$ cat config.mk
export PLATFORM = sky130hd
export DESIGN_NAME = clk_div_monitor
export DESIGN_NICKNAME = d
export VERILOG_FILES = /design/src/rtl/clk_div_monitor.sv
export SDC_FILE = /design/constraint.sdc
export NUM_CORES = 1
export LEC_CHECK = 0
export ABC_CLOCK_PERIOD_IN_PS = 5900
export BUFFER_PORTS_ARGS = -buffer_cell sky130_fd_sc_hd__buf_2
export CAP_MARGIN = 15
export CORE_MARGIN = 1
export CORE_UTILIZATION = 40
export CTS_BUF_LIST = sky130_fd_sc_hd__clkbuf_2 sky130_fd_sc_hd__clkbuf_4 sky130_fd_sc_hd__clkbuf_8
export DETAILED_ROUTE_END_ITERATION = 10
export GPL_TIMING_DRIVEN = 0
export PLACE_DENSITY = 0.68
export SLEW_MARGIN = 0
export SYNTH_ARGS = -nofsm -noshare
export SYNTH_HDL_FRONTEND = slang
export SYNTH_SLANG_ARGS = --single-unit
$ cat constraint.sdc
create_clock -name i_clk -period 5.9 [get_ports i_clk]
set_clock_uncertainty 0.15 [all_clocks]
set_input_delay 0.295 -clock i_clk [delete_from_list [all_inputs] [get_ports i_clk]]
set_output_delay 0.295 -clock i_clk [all_outputs]
set_load 0.02 [all_outputs]
$ cat src/rtl/clk_div_monitor.sv
`default_nettype none
// clk_div_monitor: samples a divided clock in the i_clk domain and measures its period and high time.
// It compares each measurement with the expected values and reports lock, error pulses, timeout and a sticky error.
module clk_div_monitor #(
   parameter int CNT_W       = 10,
   parameter int SYNC_STAGES = 2,
   parameter int LOCK_CNT    = 4
) (
   input  logic             i_clk,
   input  logic             i_rst_b,
   input  logic             i_en,
   input  logic             i_div_clk,
   input  logic [CNT_W-1:0] i_exp_period,
   input  logic [CNT_W-1:0] i_exp_high,
   input  logic             i_err_clr,
   output logic             o_meas_valid,
   output logic [CNT_W-1:0] o_period,
   output logic [CNT_W-1:0] o_high,
   output logic             o_err_period,
   output logic             o_err_duty,
   output logic             o_timeout,
   output logic             o_locked,
   output logic             o_err_sticky
);

   localparam logic [CNT_W-1:0] CNT_MAX  = '1;
   localparam logic [CNT_W-1:0] CNT_ONE  = {{(CNT_W-1){1'b0}}, 1'b1};
   localparam logic [3:0]       LOCK_TGT = 4'(LOCK_CNT);

   typedef enum logic [1:0] {
      IDLE = 2'd0,
      SEEK = 2'd1,
      HIGH = 2'd2,
      LOW  = 2'd3
   } state_t;

   state_t                 state, state_nxt;
   logic [SYNC_STAGES-1:0] sync_q;
   logic                   s, s_d, rise, fall;
   logic [CNT_W-1:0]       cnt, cnt_nxt;
   logic [CNT_W-1:0]       high_cap, high_cap_nxt;
   logic [CNT_W-1:0]       meas_high, high_diff;
   logic [3:0]             good_cnt, good_cnt_nxt;
   logic                   complete, timeout_nxt, err_p, err_d;

   assign s    = sync_q[SYNC_STAGES-1];
   assign rise = s & ~s_d;
   assign fall = ~s & s_d;

   always_comb begin
      state_nxt    = state;
      cnt_nxt      = cnt;
      high_cap_nxt = high_cap;
      meas_high    = high_cap;
      complete     = 1'b0;
      timeout_nxt  = 1'b0;
      case (state)
         IDLE: begin
            cnt_nxt      = '0;
            high_cap_nxt = '0;
            if (i_en) state_nxt = SEEK;
         end
         SEEK: begin
            if (rise) begin
               state_nxt = HIGH;
               cnt_nxt   = CNT_ONE;
            end
         end
         HIGH, LOW: begin
            if (cnt == CNT_MAX) begin
               timeout_nxt = 1'b1;
               state_nxt   = SEEK;
               cnt_nxt     = '0;
            end else if (rise) begin
               // a rise while still HIGH is an implied fall then rise
               complete  = 1'b1;
               meas_high = (state == HIGH) ? cnt : high_cap;
               state_nxt = HIGH;
               cnt_nxt   = CNT_ONE;
            end else begin
               // the fall cycle still counts so the period stays exact
               cnt_nxt = cnt + 1'b1;
               if (fall && state == HIGH) begin
                  high_cap_nxt = cnt;
                  state_nxt    = LOW;
               end
            end
         end
         default: state_nxt = IDLE;
      endcase
      if (!i_en) begin
         state_nxt   = IDLE;
         cnt_nxt     = '0;
         complete    = 1'b0;
         timeout_nxt = 1'b0;
      end
   end

   always_comb begin
      high_diff = (meas_high >= i_exp_high) ? (meas_high - i_exp_high)
                                            : (i_exp_high - meas_high);
      err_p     = (cnt != i_exp_period);
      err_d     = (high_diff > CNT_ONE);
   end

   always_comb begin
      good_cnt_nxt = good_cnt;
      if (!i_en || timeout_nxt) begin
         good_cnt_nxt = '0;
      end else if (complete) begin
         if (err_p || err_d)         good_cnt_nxt = '0;
         else if (good_cnt != LOCK_TGT) good_cnt_nxt = good_cnt + 1'b1;
      end
   end

   always_ff @(posedge i_clk or negedge i_rst_b) begin
      if (!i_rst_b) begin
         sync_q       <= '0;
         s_d          <= 1'b0;
         state        <= IDLE;
         cnt          <= '0;
         high_cap     <= '0;
         good_cnt     <= '0;
         o_meas_valid <= 1'b0;
         o_period     <= '0;
         o_high       <= '0;
         o_err_period <= 1'b0;
         o_err_duty   <= 1'b0;
         o_timeout    <= 1'b0;
         o_err_sticky <= 1'b0;
      end else begin
         sync_q       <= {sync_q[SYNC_STAGES-2:0], i_div_clk};
         s_d          <= s;
         state        <= state_nxt;
         cnt          <= cnt_nxt;
         high_cap     <= high_cap_nxt;
         good_cnt     <= good_cnt_nxt;
         o_meas_valid <= complete;
         o_err_period <= complete & err_p;
         o_err_duty   <= complete & err_d;
         o_timeout    <= timeout_nxt;
         if (complete) begin
            o_period <= cnt;
            o_high   <= meas_high;
         end
         if (o_err_period || o_err_duty || o_timeout) o_err_sticky <= 1'b1;
         else if (i_err_clr)                         o_err_sticky <= 1'b0;
      end
   end

   assign o_locked = (good_cnt == LOCK_TGT);

endmodule
`default_nettype wire

==> impl_metrics.toml <==
[outcome]
outcome = "finished clean"

[sta]
totalNegativeSetupSlack_ps = 0
grt_setup_unrepaired = "false"
worst_slew_margin_relative_to_its_limit_pct = 43.9
max_freq_mhz = 182
tightest_slew_ps = 834
slew_viol_final = 0
period_needed_ps = 5500
hold-worst-slack_ps = 18.2
finalSetupViolations = 0
timing.final.hold_violations = 0
fin_crit_sh_pct = 93.3

[job]
maxCapViolations = 0

[yosys]
synth-warning-count = 0
synth-seq-cells = 54
synth_top_area_cell = "sky130_fd_sc_hd__dfrtp_1"
mappedNetlistArea_um2 = 3620
synth_cell_type_count = 62
synthDominantCellAreaShare_pct = 37.3
mean_post_synth_cell_area_um2 = 8.53
synth_enable_flop_cells = 0
synth-async-reset-ratio_pct = 100
syn-num-nets = 474
number_of_instances_in_the_synthesized_netlist = 425
synth.area.top_cells = "sky130_fd_sc_hd__dfrtp_1, sky130_fd_sc_hd__nand2_1, sky130_fd_sc_hd__ha_1, sky130_fd_sc_hd__o21ai_0, sky130_fd_sc_hd__inv_1"
dominant_synthesized_flop_cell = "sky130_fd_sc_hd__dfrtp_1"
sequential_share_of_the_synthesized_area_pct = 37.3

[global_route]
grt.total_usage_pct = 19.2
grt_overflow = 0
grt_first_pass_wirelength_um = 14500
grt_antenna_before_repair = 0
largest_net_degree_at_the_start_of_global_routing = 55
number_of_global_route_vias_before_repair = 2993

[floorplan]
floorplan.io_pins = 51
die_area_um2 = 9450
die_h_um = 97.2
fp.dieW_um = 97.2
initial_utilization_pct = 41.4
floorplan.rows = 34
floorplan.core_area_um2 = 8760

[power_and_ir_drop]
power.clock.fraction_pct = 31.0
power.net_switching_uw = 203
power.sequential.fraction_pct = 53.0
swShare_pct = 28.2
internal_uw = 518
p_leak_nw = 2.06
p_comb_share_pct = 16.0
vdd_drop_max_mv = 0.101
power_density_nw_per_um2 = 174

[worst_setup_path]
critical_path.max_fanout = 10
critPathKind = "flop to flop"
endpoint_kind = "flop"
ff2ff_path_depth = 20
timing.critical_path.from_type = "flop"
critical_path_arrival_ps = 5590
critPathRequiredTime_ps = 5990

[route]
drt_pass1_iterations = 4
post_drt_via_cell_ratio = 5.40
dr_total_vias = 3210
route.antenna.remaining_nets = 0
drc = 0
finalWirelength_um = 8670
detailedRoute.firstIterationViolations = 194
wire_per_inst_um = 14.6

[cts]
clk_path_buf_depth = 2
cts_num_sinks = 54
cts_buffers = 5
clkLatencyLatePin_ps = 310
cts-htree-levels = 2
cts_tree = "done"
clkTransAtPathRegs_ps = 100
clk_root_buffer_cell = "sky130_fd_sc_hd__clkbuf_8"
post_cts.repair.setup_buffers = 0

[hold_path]
hold_class = "input pin to flop"
min_path_cells = 2

[final_layout]
layout.cell_area.non_filler_um2 = 4150
layout.nets = 534
area_delta_synth_final_pct = 14.6
antenna_cells_inserted = 0
post_route_cells_drive_above_1_share_pct = 18.7
layoutNonFillerInstCount = 594

[placement]
port_buffers = 50
place.gp.congestion = 0.867
placedCellCount = 583
dp_hpwl_um = 6600
post_place_cell_area_um2 = 4010
## cell usage in the layout, fill, tap and decap left out, types with 3 or more instances in the layout
cell type,Yosys,routed
sky130_fd_sc_hd__nand3_1,13,13
sky130_fd_sc_hd__a21o_1,4,4
sky130_fd_sc_hd__nor2_1,16,16
sky130_fd_sc_hd__buf_4,3,3
sky130_fd_sc_hd__clkbuf_1,15,15
sky130_fd_sc_hd__dfrtp_1,54,54
sky130_fd_sc_hd__nand4_1,4,4
sky130_fd_sc_hd__and3_1,6,6
sky130_fd_sc_hd__a21oi_1,17,17
sky130_fd_sc_hd__inv_1,32,32
sky130_fd_sc_hd__buf_2,6,56
sky130_fd_sc_hd__o21ai_0,39,39
sky130_fd_sc_hd__or3_1,5,5
sky130_fd_sc_hd__nor3_1,11,11
sky130_fd_sc_hd__o31ai_1,3,3
sky130_fd_sc_hd__ha_1,22,22
sky130_fd_sc_hd__mux2i_1,9,8
sky130_fd_sc_hd__nand2b_1,7,7
sky130_fd_sc_hd__xor2_1,8,8
sky130_fd_sc_hd__clkbuf_8,0,6
sky130_fd_sc_hd__xnor2_1,10,10
sky130_fd_sc_hd__o21ai_1,5,5
sky130_fd_sc_hd__nand2_1,78,78
sky130_fd_sc_hd__nor2b_1,4,4
sky130_fd_sc_hd__o21bai_1,4,4
## power groups by stage
stage                     combinational [mW]  clock [mW]  sequential (mW)
after detailed placement               0.113           0            0.389
final                                  0.116       0.223            0.382
after CTS                              0.113       0.230            0.382
after global placement                 0.109           0            0.388
after global routing                   0.129       0.245            0.382
after floorplan                       0.0710           0            0.391
## layer usage
layer  GRT usage (%)  part of all wire (%)
met5               0                     0
met4            7.12                   2.1
met2            31.1                    47
met1            26.1                    47
met3            2.66                   3.9
## synthesized netlist by cell type (all sizes together) (8+ instances only)
cell type	instances
mux2i	9
ha	22
nor2	16
buf	11
clkbuf	15
dfrtp	54
nor3	11
nand3	13
xor2	8
xnor2	10
inv	33
nand2	78
a21oi	19
o21ai	45
## through the flow
step / worst slack [ps] / total power, mW / utilization (%)
6_report: 396 / 0.721 / 47.4
3_3_place_gp: 467 / 0.497 / 45.8
5_1_grt: 59.0 / 0.757 / 47.4
4_1_cts: 338 / 0.725 / 47.0
3_5_place_dp: 362 / 0.502 / 45.8
2_1_floorplan: 1100 / 0.462 / -
## timing repair
action                                  4_1_cts  5_1_grt
endpoints found under the hold margin         1       15
hold buffers                                  1        1
resized for setup                             0        1
endpoints found under the setup margin        0        1
## sequential cells by signal, summed over array words and instances, names as in the netlist
| register | cells |
|---|---|
| o_err_sticky | 1 |
| state | 2 |
| sync_q | 2 |
| o_high | 10 |
| o_period | 10 |
| o_err_period | 1 |
| o_timeout | 1 |
| s_d | 1 |
| o_err_duty | 1 |
| high_cap | 10 |
| o_meas_valid | 1 |
| cnt | 10 |
| good_cnt | 4 |
## path summary, 6_finish.rpt
kind | from | endpoint | slack [ps]
setup / recovery | cnt[0] | good_cnt[2] | 400
hold / removal | i_err_clr | o_err_sticky | 20
setup reg to reg | cnt[0] | good_cnt[2] | 400
hold reg to reg | sync_q[0] | sync_q[1] | 210
max in group asynchronous | i_rst_b | o_high[3] | 4800
min in group asynchronous | i_rst_b | sync_q[0] | 260
## area by class of cell
| type | count | area [µm²] |
|---|---|---|
| Buffer | 26 | 131 |
| Timing Repair Buffer | 53 | 290 |
| Clock inverter | 2 | 16.3 |
| Tap cell | 108 | 135 |
| Fill cell | 850 | 4610 |
| Inverter | 33 | 124 |
| Clock buffer | 6 | 82.6 |
| Sequential cell | 54 | 1350 |
| Multi-Input combinational cell | 312 | 2020 |
## worst max-delay path: stages, from the launching register on
cell and delay (ps):
sky130_fd_sc_hd__dfrtp_1 530, sky130_fd_sc_hd__ha_1 310, sky130_fd_sc_hd__and3_1 200, sky130_fd_sc_hd__and3_1 200, sky130_fd_sc_hd__and3_1 220, sky130_fd_sc_hd__and3_1 220, sky130_fd_sc_hd__nor4b_2 340, sky130_fd_sc_hd__buf_4 280
sky130_fd_sc_hd__mux2i_1 350, sky130_fd_sc_hd__ha_1 220, sky130_fd_sc_hd__inv_1 50, sky130_fd_sc_hd__fa_1 430, sky130_fd_sc_hd__a211oi_2 220, sky130_fd_sc_hd__o21bai_1 200, sky130_fd_sc_hd__nor3_1 90, sky130_fd_sc_hd__nor4b_1 310
sky130_fd_sc_hd__nand4b_1 180, sky130_fd_sc_hd__o221ai_2 230, sky130_fd_sc_hd__o2111ai_2 220, sky130_fd_sc_hd__a31o_1 280, sky130_fd_sc_hd__a211oi_2 200
## cell families after synthesis
group / synth area share, %
and+or+nand+nor: 20.4
AOI/OAI and AO/OA: 19.7
buffers and inverters: 7.04
DFF: 37.3
adders and majority gates: 8.70
xor gates and xnor gates: 4.35
muxes: 2.49
(Power assumes the default switching activity.)
